File: src/rtl/fifo_wr_arbiter.sv
// Round-robin arbiter sharing one FIFO write port among NREQ producers.
// Define FIFO_ARB_LOCK_EN to let an owner keep the port for up to BURST words.
module fifo_wr_arbiter #(
   parameter int unsigned WIDTH = 8,
   parameter int unsigned NREQ  = 4,
   parameter int unsigned BURST = 4
) (
   input  logic                      clk,
   input  logic                      rst_n,
   input  logic [NREQ-1:0]           req,
   input  logic [NREQ*WIDTH-1:0]     data,
   output logic [NREQ-1:0]           gnt,
   output logic                      fifo_wr,
   output logic [WIDTH-1:0]          fifo_data,
   input  logic                      fifo_full,
   output logic [$clog2(NREQ)-1:0]   owner,
   output logic                      busy
);

   localparam int unsigned LW = $clog2(NREQ);

`ifdef FIFO_ARB_LOCK_EN
   localparam bit LOCK_EN = 1'b1;
`else
   localparam bit LOCK_EN = 1'b0;
`endif
   localparam int unsigned BURST_EFF = LOCK_EN ? BURST : 1;

   typedef enum logic {
      ST_IDLE,
      ST_OWN
   } state_e;

   state_e           state_q, state_d;
   logic [LW-1:0]    owner_q, owner_d;
   logic [LW-1:0]    rr_ptr_q, rr_ptr_d;
   logic [LW-1:0]    scan_base;
   logic [LW-1:0]    cand;
   logic [LW-1:0]    sel_idx;
   logic             sel_found;
   logic             burst_last;
   logic             release_now;
   logic [7:0]       burst_cnt;
   logic [WIDTH-1:0] data_arr [NREQ];

`ifdef FIFO_ARB_LOCK_EN
   logic [7:0]       burst_cnt_q, burst_cnt_d;
   assign burst_cnt = burst_cnt_q;
`else
   assign burst_cnt = '0;
`endif

   for (genvar gi = 0; gi < NREQ; gi++) begin : g_unpack
      assign data_arr[gi] = data[gi*WIDTH +: WIDTH];
   end

   // State register
   always_ff @(posedge clk or negedge rst_n) begin
      if (!rst_n) begin
         state_q     <= ST_IDLE;
         owner_q     <= '0;
         rr_ptr_q    <= '0;
`ifdef FIFO_ARB_LOCK_EN
         burst_cnt_q <= '0;
`endif
      end else begin
         state_q     <= state_d;
         owner_q     <= owner_d;
         rr_ptr_q    <= rr_ptr_d;
`ifdef FIFO_ARB_LOCK_EN
         burst_cnt_q <= burst_cnt_d;
`endif
      end
   end

   // Next-state logic; in OWN the scan starts just past the owner so a release
   // can hand over in the same cycle with the old owner at lowest priority.
   always_comb begin
      scan_base = (state_q == ST_OWN) ? owner_q + LW'(1) : rr_ptr_q;
      cand      = '0;
      sel_idx   = '0;
      sel_found = 1'b0;
      for (int unsigned k = 0; k < NREQ; k++) begin
         cand = scan_base + LW'(k);
         if (!sel_found && req[cand]) begin
            sel_found = 1'b1;
            sel_idx   = cand;
         end
      end

      burst_last  = ({1'b0, burst_cnt} + 9'd1) == 9'(BURST_EFF);
      release_now = (state_q == ST_OWN) &&
                    (!req[owner_q] || (fifo_wr && burst_last));

      state_d  = state_q;
      owner_d  = owner_q;
      rr_ptr_d = rr_ptr_q;
      case (state_q)
         ST_IDLE: begin
            if (sel_found) begin
               state_d = ST_OWN;
               owner_d = sel_idx;
            end
         end
         ST_OWN: begin
            if (release_now) begin
               rr_ptr_d = owner_q + LW'(1);
               if (sel_found) begin
                  owner_d = sel_idx;
               end else begin
                  state_d = ST_IDLE;
               end
            end
         end
         default: state_d = ST_IDLE;
      endcase

`ifdef FIFO_ARB_LOCK_EN
      burst_cnt_d = burst_cnt_q;
      if (state_q == ST_OWN) begin
         if (release_now) begin
            burst_cnt_d = '0;
         end else if (fifo_wr) begin
            burst_cnt_d = burst_cnt_q + 8'd1;
         end
      end
`endif
   end

   // Outputs depend only on registered state plus req/full, so an async reset
   // kills any write in progress immediately.
   always_comb begin
      fifo_wr        = (state_q == ST_OWN) && req[owner_q] && !fifo_full;
      fifo_data      = fifo_wr ? data_arr[owner_q] : '0;
      gnt            = '0;
      gnt[owner_q]   = fifo_wr;
   end

   assign owner = owner_q;
   assign busy  = (state_q == ST_OWN);

endmodule

File: config.mk
export PLATFORM = sky130hd
export DESIGN_NAME = fifo_wr_arbiter
export DESIGN_NICKNAME = d
export VERILOG_FILES = /design/src/rtl/fifo_wr_arbiter.sv
export SDC_FILE = /design/constraint.sdc
export NUM_CORES = 1
export LEC_CHECK = 0
export ABC_CLOCK_PERIOD_IN_PS = 2190
export BUFFER_PORTS_ARGS = -buffer_cell sky130_fd_sc_hd__buf_2
export CORE_MARGIN = 3
export CORE_UTILIZATION = 39
export CTS_BUF_LIST = sky130_fd_sc_hd__clkbuf_16
export CTS_CLUSTER_DIAMETER = 40
export DETAILED_ROUTE_END_ITERATION = 8
export PLACE_DENSITY = 0.75
export RECOVER_POWER = 25
export SLEW_MARGIN = 30
export SYNTH_ARGS = -nofsm -noshare
export SYNTH_HDL_FRONTEND = slang
export SYNTH_SLANG_ARGS = --single-unit
File: constraint.sdc
create_clock -name clk -period 2.19 [get_ports clk]
set_input_delay 0.219 -clock clk [delete_from_list [all_inputs] [get_ports clk]]
set_output_delay 0.219 -clock clk [all_outputs]
set_load 0.05 [all_outputs]
==> impl_metrics.py, run 1 <==
metrics = {
    "flow_run": {
        "drv_cap": 0,
    },
    "power": {
        "p_switching_mw": 0.721,
        "p_total_mw": 1.51,
        "seqPwrFrac": 0.133,
        "powerDensity_mw_per_mm2": 1370,
        "ir_drop_mv": 1.08,
        "clkPwrFrac": 0.193,
        "p_leak_nw": 0.561,
        "intPower_mw": 0.785,
        "power_frac_comb": 0.674,
        "p_sw_frac": 0.479,
    },
    "status": {
        "status": "completed",
    },
    "layout": {
        "syn2layout_area_growth_pct": 54.0,
        "final_cells": 152,
        "antennaDiodeCount": 0,
        "drive_gt1_frac": 0.563,
        "design_area_sq_mm": 0.00110,
        "final_common_cell": "buf_2",
        "nets": 172,
        "final_cell_mix": "52 x buf_2, 12 x and2_1, 9 x mux4_2",
    },
    "cts": {
        "cts_max_level": 1,
        "post_cts_buffers": 0,
        "cts_root_buf": "clkbuf_16",
        "cts_tree": "built",
        "clkSinkCount": 5,
        "cts.clk_slew.worst_paths_ns": 0.03,
        "clk_latency_ns": 0.22,
        "cts_buffers": 3,
        "clockBufferDepth": 2,
    },
    "synth": {
        "synth_area_sq_um": 713,
        "ys_seq_area_frac": 0.175,
        "syn_nets": 114,
        "synth_top_area_cell": "mux4_2",
        "yosysWarnings": 0,
        "ys_top_cells_by_area": "mux4_2 28%, dfrtp_1 18%, and2_1 11%, ha_1 7.0%, inv_1 2.6%",
        "synth_cell_types": 30,
        "netlist_instances": 71,
        "synthDominantCellAreaShare": 0.284,
        "synth_area_per_cell_sq_um": 10.0,
        "ys_seq_elements": 5,
    },
    "sta": {
        "period_needed_ns": 2.09,
        "finalSetupViolations": 0,
        "fin_crit_sh": 0.952,
        "finalSetupTns_ns": 0,
        "slew_headroom": 0.652,
        "rsz0062_at_grt": "false",
        "maxSlewViolCount": 0,
        "skew_ns": 0.000350,
        "finalHoldViolCount": 0,
        "whs_ns": 0.305,
        "max_freq_mhz": 480,
        "worst_slew_pin_slew_ns": 0.518,
    },
    "setup_path": {
        "arrival_ns": 1.87,
        "cp_max_fo": 13,
        "critPathLaunch": "owner[0]$_DFFE_PN0P_",
        "crit_required_ns": 1.97,
        "endpoint_kind": "output port",
        "r2r-start": "owner[0]$_DFFE_PN0P_",
        "worstSetupPathType": "flip-flop to output port",
        "start_kind": "flip-flop",
        "r2r_slack_ns": 0.38,
    },
    "place": {
        "gp_congestion": 0.842,
        "dp_hpwl_mm": 1.73,
        "dpl.cell_count": 147,
        "dpl_cell_area_sq_mm": 0.00101,
        "port_buffers": 54,
    },
    "detailed_routing": {
        "drc": 0,
        "dr.pass1.iters": 4,
        "ant_nets": 0,
        "vias": 798,
        "avgRoutedWirePerCell_microns": 13.7,
        "drt_iter0_markers": 21,
        "drt_wl_total_mm": 2.08,
        "via_per_inst": 5.25,
    },
    "global_routing": {
        "grt_pass1_wl_mm": 3.43,
        "antenna_found_initial": 0,
        "grt_max_degree": 14,
        "grt_usage": 0.180,
        "grt_pass1_vias": 790,
        "grt-ovfl-total": 0,
    },
    "die": {
        "die-area_sq_mm": 0.00238,
        "die_h_microns": 48.8,
        "start_util": 0.443,
        "dieWidth_microns": 48.8,
        "coreArea_sq_mm": 0.00161,
        "rows": 14,
        "io_pins": 55,
    },
    "hold_path": {
        "hp-start": "req[3]",
        "min_path_type": "input port to flip-flop",
    },
}
## power groups by stage
stage / logic [mW] / clock network [mW] / registers [mW]
2_1_floorplan: 0.748 / 0 / 0.253
3_3_place_gp: 1.01 / 0 / 0.197
3_5_place_dp: 1.02 / 0 / 0.200
4_1_cts: 1.02 / 0.296 / 0.200
5_1_grt: 1.09 / 0.300 / 0.213
6_report: 1.01 / 0.291 / 0.201
## cell type report
| class | count | area (sq um) |
|---|---|---|
| Fill cell | 143 | 513 |
| Clock buffer | 3 | 75.1 |
| Inverter | 5 | 18.8 |
| Multi-Input combinational cell | 57 | 551 |
| Tap cell | 24 | 30.0 |
| Sequential cell | 5 | 128 |
| Timing Repair Buffer | 57 | 293 |
| Clock inverter | 1 | 3.75 |
## Yosys cell counts, drive strengths merged
master    n
a21oi     1
o21ai     1
o41ai     1
nor4bb    1
and3b     2
o2111ai   2
nand3     1
a21boi    1
o211a     1
ha        4
nand2     4
mux2      1
a31oi     2
clkbuf    2
nor3      2
inv       5
a41oi     1
nor4      1
nor2      4
a32oi     1
or2       1
and2     12
mux2i     1
a211oi    1
mux4      9
o21a      1
buf       2
dfrtp     5
a31o      1
## routing by layer
metal	track usage	routed length [microns]	up-vias
met1	0.187	781	367
met3	0.0890	272	0
li1	-	-	386
met5	0	0	-
met4	0.0569	0	0
met2	0.317	1020	45
## cell families (layout without fill, tap and decap cells)
family,count (synthesis),after routing,synth area share
simple gates,28,28,0.225
compound gates,14,14,0.161
mux,11,11,0.314
buf+inv,9,66,0.0544
flops,5,5,0.175
fa+ha+maj,4,4,0.0702
## critical path, stage by stage, from the launching register on
cell and delay, ns:
dfrtp_2 0.42, mux4_2 0.55, and3b_2 0.29, and2_1 0.18
buf_2 0.20
## registers in the layout, indices dropped and copies added, names as in the netlist
register and count:
busy 1, owner 2, rr_ptr_q 2
## per-stage QoR
| stage | setup slack, ns | utilization |
|---|---|---|
| 2_1_floorplan | 0.0192 | - |
| 3_3_place_gp | 0.343 | 0.627 |
| 3_5_place_dp | 0.300 | 0.627 |
| 4_1_cts | 0.0637 | 0.682 |
| 5_1_grt | 0.0154 | 0.682 |
| 6_report | 0.105 | 0.682 |
## path summary, 6_finish.rpt
check                                                to  cells past startpoint
worst min register to register  rr_ptr_q[0]$_DFFE_PN0P_                      1
max in group asynchronous          owner[0]$_DFFE_PN0P_                      2
worst max register to register     owner[0]$_DFFE_PN0P_                      6
min in group asynchronous       rr_ptr_q[1]$_DFFE_PN0P_                      2
worst min-delay path                     busy$_DFF_PN0_                      3
worst max-delay path                             gnt[2]                      4
## what timing repair did
action                                  in CTS  in global routing
gates resized for setup                      0                  1
hold buffers                                 1                  0
hold endpoints to repair                     5                  0
endpoints found under the setup margin       0                  6
Power figures use the tool's default switching activity.
==> run 2, diff against run 1 <==
BUFFER_PORTS_ARGS = unset   (was -buffer_cell sky130_fd_sc_hd__buf_2)
CORE_AREA = 3 3 40 42   (was unset)
CORE_MARGIN = unset   (was 3)
CORE_UTILIZATION = unset   (was 39)
DIE_AREA = 0 0 43 45   (was unset)
DONT_BUFFER_PORTS = 1   (was unset)
PLACE_DENSITY = 0.65   (was 0.75)
TNS_END_PERCENT = 10   (was unset)
==> run 2 against run 1 <==
Compared with the run above:
- sequential share of layout area grew 0.072 points
- power grew 12%
- highest routed layer is now met4
- largest cell class unchanged
- first-iteration DRC count shrank 71%
- clock-buffer cell count is the same
- core utilization grew 16 points
- worst setup slack gained 0.013 ns
- design area shrank 1.6%
- register-to-register slack is essentially flat
==> impl_metrics.py, run 2 (synthesis gave the netlist of run 1 again) <==
metrics = {
    "cts": {
        "cts_root_buf": "clkbuf_16",
        "clockBufferDepth": 2,
        "clk_latency_ns": 0.23,
        "cts.clk_slew.worst_paths_ns": 0.03,
        "cts_tree": "built",
        "post_cts_buffers": 0,
        "cts_max_level": 1,
        "cts_buffers": 3,
        "clkSinkCount": 5,
    },
    "place": {
        "dp_hpwl_mm": 1.57,
        "gp_congestion": 0.886,
        "dpl_cell_area_sq_um": 991,
        "place_ws_ns": 0.319,
        "dpl.cell_count": 99,
        "port_buffers": 0,
    },
    "detailed_routing": {
        "dr.pass1.iters": 3,
        "drt_wl_total_mm": 1.98,
        "drc": 0,
        "drt_iter0_markers": 6,
        "ant_nets": 0,
        "avgRoutedWirePerCell_microns": 19.0,
        "vias": 665,
        "via_per_inst": 6.39,
    },
    "power": {
        "p_sw_frac": 0.446,
        "intPower_mw": 0.935,
        "ir_drop_mv": 1.30,
        "p_leak_nw": 0.454,
        "powerDensity_mw_per_mm2": 1560,
        "clkPwrFrac": 0.174,
        "power_frac_comb": 0.711,
        "seqPwrFrac": 0.115,
        "p_switching_mw": 0.752,
    },
    "sta": {
        "fin_crit_sh": 0.946,
        "max_freq_mhz": 483,
        "rsz0062_at_grt": "false",
        "maxSlewViolCount": 0,
        "skew_ns": 0.000555,
        "finalSetupViolations": 0,
        "finalSetupTns_ns": 0,
        "slew_headroom": 0.647,
        "fin_ws_ns": 0.118,
        "period_needed_ns": 2.07,
        "finalHoldViolCount": 0,
        "worst_slew_pin_slew_ns": 0.525,
    },
    "setup_path": {
        "critPathSlowestCell": "mux4_2",
        "crit_required_ns": 1.97,
        "r2r_slack_ns": 0.38,
        "path_cells": "mux4_2 > and3b_2 > and2_1 > buf_12",
        "worstSetupPathType": "flip-flop to output port",
        "reg2regPathDepth": 6,
        "endpoint_kind": "output port",
        "r2r-end": "owner[0]$_DFFE_PN0P_",
        "arrival_ns": 1.85,
        "cp_max_fo": 13,
        "max_stage_delay_ns": 0.56,
        "start_kind": "flip-flop",
        "r2r-start": "owner[1]$_DFFE_PN0P_",
    },
    "die": {
        "start_util": 0.555,
        "die-area_sq_mm": 0.00194,
        "dieWidth_microns": 43,
        "die_h_microns": 45,
        "coreArea_sq_mm": 0.00128,
        "rows": 13,
        "io_pins": 55,
    },
    "layout": {
        "final_cells": 104,
        "final_cell_mix": "12 x and2_1, 12 x buf_12, 9 x mux4_2",
        "syn2layout_area_growth_pct": 51.6,
        "antennaDiodeCount": 0,
        "design_area_sq_mm": 0.00108,
        "drive_gt1_frac": 0.382,
        "fin_util": 0.841,
        "nets": 133,
    },
    "global_routing": {
        "grt_pass1_wl_mm": 2.99,
        "grt_max_degree": 14,
        "grt_usage": 0.214,
        "grt-ovfl-total": 0,
        "grt_pass1_vias": 626,
        "antenna_found_initial": 0,
    },
    "hold_path": {
        "min_path_type": "input port to flip-flop",
        "hold-path-cell-count": 2,
        "hp-start": "req[3]",
        "min_to": "busy$_DFF_PN0_",
    },
    "flow_run": {
        "drv_cap": 0,
    },
    "status": {
        "status": "completed",
    },
}
## run 2: cell types whose count changed in the layout (fill, tap and decap cells not counted), sizes merged
cell and change:
buf -37, clkbuf -2
## run 2: metal layers
| layer | global-route usage | wire length, microns |
|---|---|---|
| met5 | 0 | 0 |
| met4 | 0.163 | 57 |
| met3 | 0.0757 | 198 |
| met2 | 0.356 | 1030 |
| met1 | 0.221 | 700 |
## run 2: power groups by stage
| stage | sequential [mW] | combinational, mW | clock, mW |
|---|---|---|---|
| after global routing | 0.201 | 1.28 | 0.305 |
| after detailed placement | 0.193 | 1.20 | 0 |
| final | 0.194 | 1.20 | 0.294 |
| after global placement | 0.188 | 1.18 | 0 |
| after CTS | 0.192 | 1.21 | 0.300 |
| after floorplan | 0.251 | 0.748 | 0 |
## run 2: worst max-delay path by stage
stage | depth (start not counted) | startpoint | slack (ns) | endpoint
final | 4 | owner[0]$_DFFE_PN0P_ | 0.12 | gnt[1]
after global routing | 4 | owner[0]$_DFFE_PN0P_ | 0.05 | gnt[0]
after CTS | 4 | owner[0]$_DFFE_PN0P_ | 0.08 | gnt[2]
after detailed placement | 4 | owner[0]$_DFFE_PN0P_ | 0.32 | gnt[2]
after global placement | 4 | owner[0]$_DFFE_PN0P_ | 0.37 | gnt[3]
after floorplan | 7 | owner[1]$_DFFE_PN0P_ | -0.06 | owner[0]$_DFFE_PN0P_
## run 2: through the flow
| step | total power [mW] | hold slack [ns] |
|---|---|---|
| floorplan | 0.999 | -0.0766 |
| global placement | 1.37 | -0.0765 |
| detailed placement | 1.39 | -0.0765 |
| CTS | 1.70 | 0.122 |
| global route | 1.78 | 0.152 |
| finish | 1.69 | 0.133 |
## run 2: critical path, delay by kind of cell (launching register included)
kind	cells	cell delay, ns
DFF	1	0.42
muxes	1	0.56
buffers and inverters	1	0.15
and+or+nand+nor	2	0.49
## run 2: area by class of cell
type | instances | area [sq um]
clock buffer | 3 | 75.1
timing repair buffer | 18 | 288
tap | 15 | 18.8
fill | 63 | 204
inverter | 5 | 18.8
sequential | 5 | 126
clock inverter | 1 | 3.75
multi-input combinational | 57 | 551
## run 2: what timing repair did
action | in CTS | in global routing
endpoints found under the setup margin | 0 | 2
hold buffers | 1 | 0
gates resized for setup | 0 | 1
hold endpoints to repair | 5 | 0
